## config.mk

```make
export PLATFORM = sky130hd
export DESIGN_NAME = piradip_stream_to_register
export DESIGN_NICKNAME = d
export VERILOG_FILES = /design/src/rtl/piradip_stream_to_register.sv
export SDC_FILE = /design/constraint.sdc
export NUM_CORES = 1
export LEC_CHECK = 0
export BUFFER_PORTS_ARGS = -buffer_cell sky130_fd_sc_hd__buf_4
export CAP_MARGIN = 5
export CELL_PAD_IN_SITES_DETAIL_PLACEMENT = 1
export CELL_PAD_IN_SITES_GLOBAL_PLACEMENT = 1
export CORE_ASPECT_RATIO = 1.75
export CORE_MARGIN = 2
export CORE_UTILIZATION = 54
export CTS_BUF_LIST = sky130_fd_sc_hd__clkbuf_16
export DETAILED_ROUTE_END_ITERATION = 16
export PLACE_DENSITY = 0.91
export SETUP_SLACK_MARGIN = 0.2
export SLEW_MARGIN = 40
export SYNTH_ARGS = -nofsm -noshare
export SYNTH_HDL_FRONTEND = slang
export SYNTH_SLANG_ARGS = --single-unit
```

## constraint.sdc

```tcl
create_clock -name aclk -period 2.6 [get_ports aclk]
set_input_delay 0.13 -clock aclk [delete_from_list [all_inputs] [get_ports aclk]]
set_output_delay 0.13 -clock aclk [all_outputs]
set_load 0.005 [all_outputs]
```

## src/rtl/piradip_stream_to_register.sv

```systemverilog
// Stream-to-register bridge: inbound stream beats are queued in a FIFO that
// software drains through a data (pop) register, with a status/control
// register for occupancy, flush, underflow and interrupt enable.
module piradip_stream_to_register #(
    parameter int unsigned DATA_WIDTH         = 32,
    parameter int unsigned REGISTER_ADDR_BITS = 8,
    parameter int unsigned DATA_REG_NO        = 0,
    parameter int unsigned STATUS_REG_NO      = 1,
    parameter int unsigned DEPTH              = 16
) (
    input  logic                          aclk,
    input  logic                          aresetn,
    input  logic                          wren,
    input  logic [REGISTER_ADDR_BITS-1:0] wreg_no,
    input  logic [DATA_WIDTH-1:0]         wreg_data,
    input  logic [DATA_WIDTH/8-1:0]       wstrb,
    input  logic                          rden,
    input  logic [REGISTER_ADDR_BITS-1:0] rreg_no,
    output logic [DATA_WIDTH-1:0]         rreg_data,
    input  logic                          s_tvalid,
    output logic                          s_tready,
    input  logic [DATA_WIDTH-1:0]         s_tdata,
    input  logic                          s_tlast,
    output logic                          irq
);

    localparam int unsigned PTR_W = $clog2(DEPTH);
    localparam int unsigned CNT_W = PTR_W + 1;
    localparam logic [CNT_W-1:0] FULL_CNT = CNT_W'(DEPTH);
    localparam logic [REGISTER_ADDR_BITS-1:0] DATA_ADDR = REGISTER_ADDR_BITS'(DATA_REG_NO);
    localparam logic [REGISTER_ADDR_BITS-1:0] STAT_ADDR = REGISTER_ADDR_BITS'(STATUS_REG_NO);

    // Each entry is {tlast, tdata}
    logic [DATA_WIDTH:0] mem [DEPTH];

    logic [PTR_W-1:0] wr_ptr_q, wr_ptr_d;
    logic [PTR_W-1:0] rd_ptr_q, rd_ptr_d;
    logic [CNT_W-1:0] count_q, count_d;
    logic             irq_en_q, irq_en_d;
    logic             underflow_q, underflow_d;
    logic             rdy_q, rdy_d;
    logic             irq_q, irq_d;

    logic                  not_empty;
    logic [DATA_WIDTH:0]   head;
    logic                  head_last;
    logic                  data_rd, stat_rd, stat_wr;
    logic                  push, pop, flush, underflow_set;
    logic [DATA_WIDTH-1:0] status_word;
    logic                  unused_bits;

    assign s_tready    = rdy_q;
    assign irq         = irq_q;
    assign not_empty   = (count_q != '0);
    assign head        = mem[rd_ptr_q];
    assign head_last   = head[DATA_WIDTH] & not_empty;
    assign unused_bits = ^{wreg_data, wstrb};

    assign data_rd       = rden && (rreg_no == DATA_ADDR);
    assign stat_rd       = rden && (rreg_no == STAT_ADDR);
    assign stat_wr       = wren && (wreg_no == STAT_ADDR) && wstrb[0];
    assign flush         = stat_wr && wreg_data[4];
    assign push          = s_tvalid && rdy_q;
    assign pop           = data_rd && not_empty;
    assign underflow_set = data_rd && !not_empty;

    assign status_word = DATA_WIDTH'({16'(count_q), 11'd0, 1'b0, underflow_q,
                                      head_last, irq_en_q, not_empty});

    // Combinational register read mux; unmapped numbers read as zero
    always_comb begin
        rreg_data = '0;
        if (rreg_no == DATA_ADDR) begin
            rreg_data = not_empty ? head[DATA_WIDTH-1:0] : '0;
        end else if (rreg_no == STAT_ADDR) begin
            rreg_data = status_word;
        end
    end

    // Next-state for pointers, occupancy and control flags; flush wins over push/pop
    always_comb begin
        wr_ptr_d    = wr_ptr_q;
        rd_ptr_d    = rd_ptr_q;
        count_d     = count_q;
        irq_en_d    = irq_en_q;
        underflow_d = underflow_q;

        if (flush) begin
            wr_ptr_d = '0;
            rd_ptr_d = '0;
            count_d  = '0;
        end else begin
            if (push) wr_ptr_d = wr_ptr_q + PTR_W'(1);
            if (pop)  rd_ptr_d = rd_ptr_q + PTR_W'(1);
            if (push && !pop)      count_d = count_q + CNT_W'(1);
            else if (pop && !push) count_d = count_q - CNT_W'(1);
        end

        if (stat_wr) irq_en_d = wreg_data[1];

        if (underflow_set)  underflow_d = 1'b1;
        else if (stat_rd)   underflow_d = 1'b0;

        rdy_d = (count_d != FULL_CNT);
        irq_d = irq_en_q && not_empty;
    end

    // Control state registers
    always_ff @(posedge aclk or negedge aresetn) begin
        if (!aresetn) begin
            wr_ptr_q    <= '0;
            rd_ptr_q    <= '0;
            count_q     <= '0;
            irq_en_q    <= 1'b0;
            underflow_q <= 1'b0;
            rdy_q       <= 1'b0;
            irq_q       <= 1'b0;
        end else begin
            wr_ptr_q    <= wr_ptr_d;
            rd_ptr_q    <= rd_ptr_d;
            count_q     <= count_d;
            irq_en_q    <= irq_en_d;
            underflow_q <= underflow_d;
            rdy_q       <= rdy_d;
            irq_q       <= irq_d;
        end
    end

    // FIFO storage; contents need no reset since occupancy gates every read
    always_ff @(posedge aclk) begin
        if (push) mem[wr_ptr_q] <= {s_tlast, s_tdata};
    end

endmodule
```

==> Word level (Yosys, flattened, before mapping) <==
Memory sizes are Yosys's and may differ from the RTL's.
Cells that the tools add are included.
Widths: inputs -> output; s select.
{ "word_totals": {"register_bits": 17, "mem_bits_rw": 528, "inputBits": 90, "output_inout_bits": 34, "memories": 1} }
{ "classes": {"n_addsub": 4, "eq_ne": 3, "muxes": 14, "bitwise_logic": 1, "reduce_logical": 19} }
{ "mem_list": {"columns": ["name", "depth", "width", "read_ports", "rd_ports_with_merged_regs", "wr", "line_no", "source"], "rows": [
  ["mem", 16, 33, 1, 0, 1, "34", "logic [DATA_WIDTH:0] mem [DEPTH];"]
]} }
{ "ops": {"columns": ["operator", "count"], "rows": [
  ["$mux 32", 2],
  ["$mux 21", 1],
  ["$eq 8x1->1 const B", 2],
  ["$mux 4", 4],
  ["$mux 5", 3],
  ["$logic_and 1x1->1", 11],
  ["$add 4x1->4 const B", 2],
  ["$logic_not 8->1", 1],
  ["$reduce_bool 2->1", 3],
  ["$add 5x1->5 const B", 1],
  ["$ne 5x5->1 const B", 1],
  ["$reduce_bool 5->1", 1],
  ["$sub 5x1->5 const B", 1],
  ["$mux 1", 4],
  ["$logic_not 1->1", 3],
  ["$and 1x1->1", 1]
]} }

==> Logic depth before layout (Yosys ltp) <==
{ "logic_depth": {"ltp_word": 8, "mapped_depth": 8} }

==> Worst setup path after synthesis <==
OpenSTA, ideal clock, no wires.
{ "synth_path": {"kind": "register -> output", "startpoint": "reg rd_ptr_q[0]", "endpoint": "out rreg_data[2]", "t_arrival_ns": 2.094, "setup_slack_ns": 0.376, "stages_incl_launch_ff": 7, "path_buffers": 3, "path_cell_list": "dfrtp_1 -> buf_2 -> buf_2 -> buf_2 -> mux4_2 -> a2111oi_0 -> nor3_1"} }
{ "synth_between": {"elab_chain_len": 4} }
{ "synth_rtl": {"columns": ["item", "line_no", "source"], "rows": [
  ["from (decl)", "37", "logic [PTR_W-1:0] rd_ptr_q, rd_ptr_d;"],
  ["from (signal assigned)", "120", "rd_ptr_q <= rd_ptr_d;"],
  ["$mem_v2 16x33 *", null, null],
  ["$and 1x1->1", "56", "assign head_last = head[DATA_WIDTH] & not_empty;"],
  ["$mux 21", "75", "end else if (rreg_no == STAT_ADDR) begin"],
  ["$mux 32 *", "73", "if (rreg_no == DATA_ADDR) begin"],
  ["to (decl)", "19", "output logic [DATA_WIDTH-1:0] rreg_data,"]
]} }
Mark *: on every way between the ends. The rest lies on a longest branch, timed or not.

==> Worst setup path after layout <==
{ "layout_path": {"startpoint": "reg rd_ptr_q[0]", "endpoint": "out rreg_data[9]"} }
{ "layout_between": {"elab_chain_len": 3} }
{ "layout_rtl": {"columns": ["item", "line_no", "source"], "rows": [
  ["$mem_v2 16x33", null, null],
  ["$mux 32", "74", "rreg_data = not_empty ? head[DATA_WIDTH-1:0] : '0;"],
  ["$mux 32", "73", null]
]} }
No other way between the ends.

==> key figures <==
Status
  – Status: complete, but fails checks
  – Violated checks: negative setup slack

Final layout
  – Multi-input gate area: 0.00496 sq mm
  – Diodes inserted: 0
  – # nets final: 1234
  – Ratio of cells with drive above 1 in the final layout: 0.392
  – Register area: 0.0163 sq mm
  – Synthesis-to-finish area growth: 21.0%
  – Layout Utilization: 0.658
  – Fillers: 3017

Placement
  – Hpwl dp: 28300 microns
  – Input/output buffers: 90
  – Gpl congestion: 0.787

Global routing
  – GRT Util Overall: 0.297
  – Vias in the first global route: 12193
  – Global-route wire length before repair: 86200 microns
  – Initial antenna violation count: 0
  – Largest net degree at the start of global routing: 37
  – Grt ovf: 0

STA
  – Final hold vios: 0
  – Worst slew pin tran: 0.779 ns
  – Final hold slack: 0.0350 ns
  – Fmax: 341 MHz
  – Ratio of final minimum period to clock period: 1.13
  – Fin. max-slew vios: 0
  – Layout Skew: 0.0147 ns
  – Final setup violation count: 32
  – Max-slew headroom: 0.476
  – RSZ-0062 raised after global routing: yes
  – Post-route minimum period: 2.93 ns
  – Worst Setup Slack, final: -0.333 ns

Drt
  – Drt total wl: 60000 microns
  – ANT nets after route: 0
  – Routed vias/inst: 6.78
  – Starting DRT DRC Count: 1348
  – Vias: 11274
  – Drt drc: 0
  – Drt first pass iters: 5
  – Routed WL per cell: 36.1 microns

Synth
  – Asr flop ratio synth: 0.0312
  – Yosys top cell area share: 0.746
  – Cell count after synthesis: 930
  – EDFF count, synth: 528
  – Most frequent cell after synthesis: edfxtp_1
  – Yosys reg bits: 545
  – Register area share after synthesis: 0.766
  – Warnings from Yosys: 0
  – Ys flop type: edfxtp_1
  – Post-synthesis cell area: 0.0212 sq mm
  – Top cells by count, synth: 528 x edfxtp_1, 156 x mux4_2, 26 x nor2b_1, 25 x clkbuf_1, 19 x nor2_1
  – Syn_area_per_cell: 22.8 sq um
  – Top cells by area, synth: edfxtp_1 75%, mux4_2 17%, dfrtp_1 2.0%
  – Mapped Nets: 1027
  – Synth cell types: 42
  – Largest area contributor in the synthesized netlist: edfxtp_1

Setup path
  – Crit path DAT: 2.80 ns
  – FF-to-FF path depth: 4
  – Worst setup EP type: output port
  – Critical path required time: 2.47 ns
  – Critical path fanouts, max: 11
  – Critical path class: reg -> out
  – Critical Path Source Type: register

Floorplanning
  – Core Footprint: 0.0390 sq mm
  – Initial Utilization: 0.544
  – Die X: 154 microns
  – Vert. Die Dim: 266 microns
  – Rows: 96
  – DIE AREA: 0.0410 sq mm
  – Num ports: 124

Run
  – Max_cap viols: 0

Clock tree
  – Inserted Clock Buffers: 46
  – H-tree level count: 2
  – Root Driver: clkbuf_16
  – CTS tree: yes
  – Clock-pin slew on the worst setup and hold paths: 0.07 ns
  – Sink Count: 545
  – Latest clock arrival within the worst-skew pair: 0.58 ns
  – Max Root-Sink Buffers: 3

Min path
  – Hold Path Depth: 5
  – Worst hold path class: in -> reg

Pwr
  – Worst vdd ir: 0.597 mV
  – Pwr Density: 817 mW/mm^2
  – Lkg Pwr: 8.27 nW
-- routing by layer --
metal / vias up / wire, microns / share of wire / GRT usage
met5: - / 0 / 0 / 0
met4: 0 / 3020 / 0.050 / 0.152
met3: 203 / 4780 / 0.080 / 0.0479
met2: 818 / 30600 / 0.51 / 0.487
met1: 5914 / 21600 / 0.36 / 0.390
li1: 4339 / - / - / -
-- timing repair --
action | in CTS | in global routing
endpoints found under the hold margin | 547 | 0
cloned | 7 | 2
setup buffers | 14 | 5
pin swaps | 2 | 5
gates resized for setup | 52 | 31
endpoints found under the setup margin | 32 | 32
hold buffers | 39 | 0
-- report_power, final --
part | internal (mW) | total [mW] | switching, mW
combinational | 1.24 | 2.95 | 1.71
sequential | 10.6 | 10.9 | 0.349
clock | 3.90 | 7.14 | 3.25
total | 15.7 | 21.0 | 5.31
-- worst max-delay path, stage by stage (launching register included) --
cell	delay, ns
dfrtp_4	0.48
buf_12	0.20
buf_16	0.17
mux4_2	0.56
mux4_2	0.48
nor2b_1	0.17
buf_4	0.15
-- final timing paths --
kind	startpoint	endpoint	slack (ns)
worst min register to register	irq_en_q	irq	0.57
worst min-delay path	rreg_no[3]	rd_ptr_q[1]	0.03
worst max register to register	s_tready	mem[1][5]	0.19
min in group asynchronous	aresetn	rd_ptr_q[1]	0.14
max in group asynchronous	aresetn	rd_ptr_q[0]	2.12
worst max-delay path	rd_ptr_q[0]	rreg_data[9]	-0.33
-- final cells by class --
type | count | area share
sequential | 545 | 0.634
multi-input combinational | 331 | 0.193
timing repair buffer | 207 | 0.0896
clock buffer | 47 | 0.0458
tap | 490 | 0.0239
clock inverter | 38 | 0.0131
inverter | 6 | 0.000876
-- registers in the layout, summed over array words and instances, names as in the netlist --
| name | flops |
|---|---|
| irq_en_q | 1 |
| count_q | 5 |
| underflow_q | 1 |
| wr_ptr_q | 4 |
| s_tready | 1 |
| irq | 1 |
| rd_ptr_q | 4 |
| mem | 528 |
-- cell usage in the layout (no fill, tap or decap), types with 11 or more instances in the layout --
| master | n |
|---|---|
| inv_1 | 16 |
| buf_4 | 113 |
| mux4_2 | 156 |
| buf_12 | 26 |
| dfrtp_1 | 13 |
| nand2_1 | 18 |
| nor2_1 | 18 |
| edfxtp_1 | 528 |
| clkbuf_16 | 49 |
| nor2b_1 | 14 |
| dlygate4sd3_1 | 38 |
| mux2i_1 | 12 |
| nor2b_4 | 11 |
| buf_6 | 15 |
| buf_16 | 12 |
| and2_2 | 12 |
-- through the flow --
step                      TNS [ns]  std cells  instance area (sq um)  worst slack (ns)  total power [mW]
after floorplan                  0        930                  21200             0.376              12.3
after global placement           0       1512                  23100             0.230              13.2
after detailed placement         0       1512                  23100             0.128              13.5
after CTS                    -8.62       1657                  25500            -0.333              20.8
after global routing        -10.18       1664                  25700            -0.385              21.4
final                        -8.61       1664                  25700            -0.333              21.0
-- kinds of logic (layout without fill, tap and decap cells) --
| family | count (synthesis) | after routing | synth area share |
|---|---|---|---|
| muxes | 177 | 177 | 0.176 |
| adders and majority gates | 8 | 8 | 0.00459 |
| AOI/OAI and AO/OA | 27 | 27 | 0.00813 |
| and+or+nand+nor | 108 | 108 | 0.0294 |
| buffers and inverters | 54 | 298 | 0.0112 |
| DFF | 545 | 545 | 0.766 |
| xor gates and xnor gates | 11 | 11 | 0.00454 |
No activity file was read; power rests on OpenSTA's default activity.
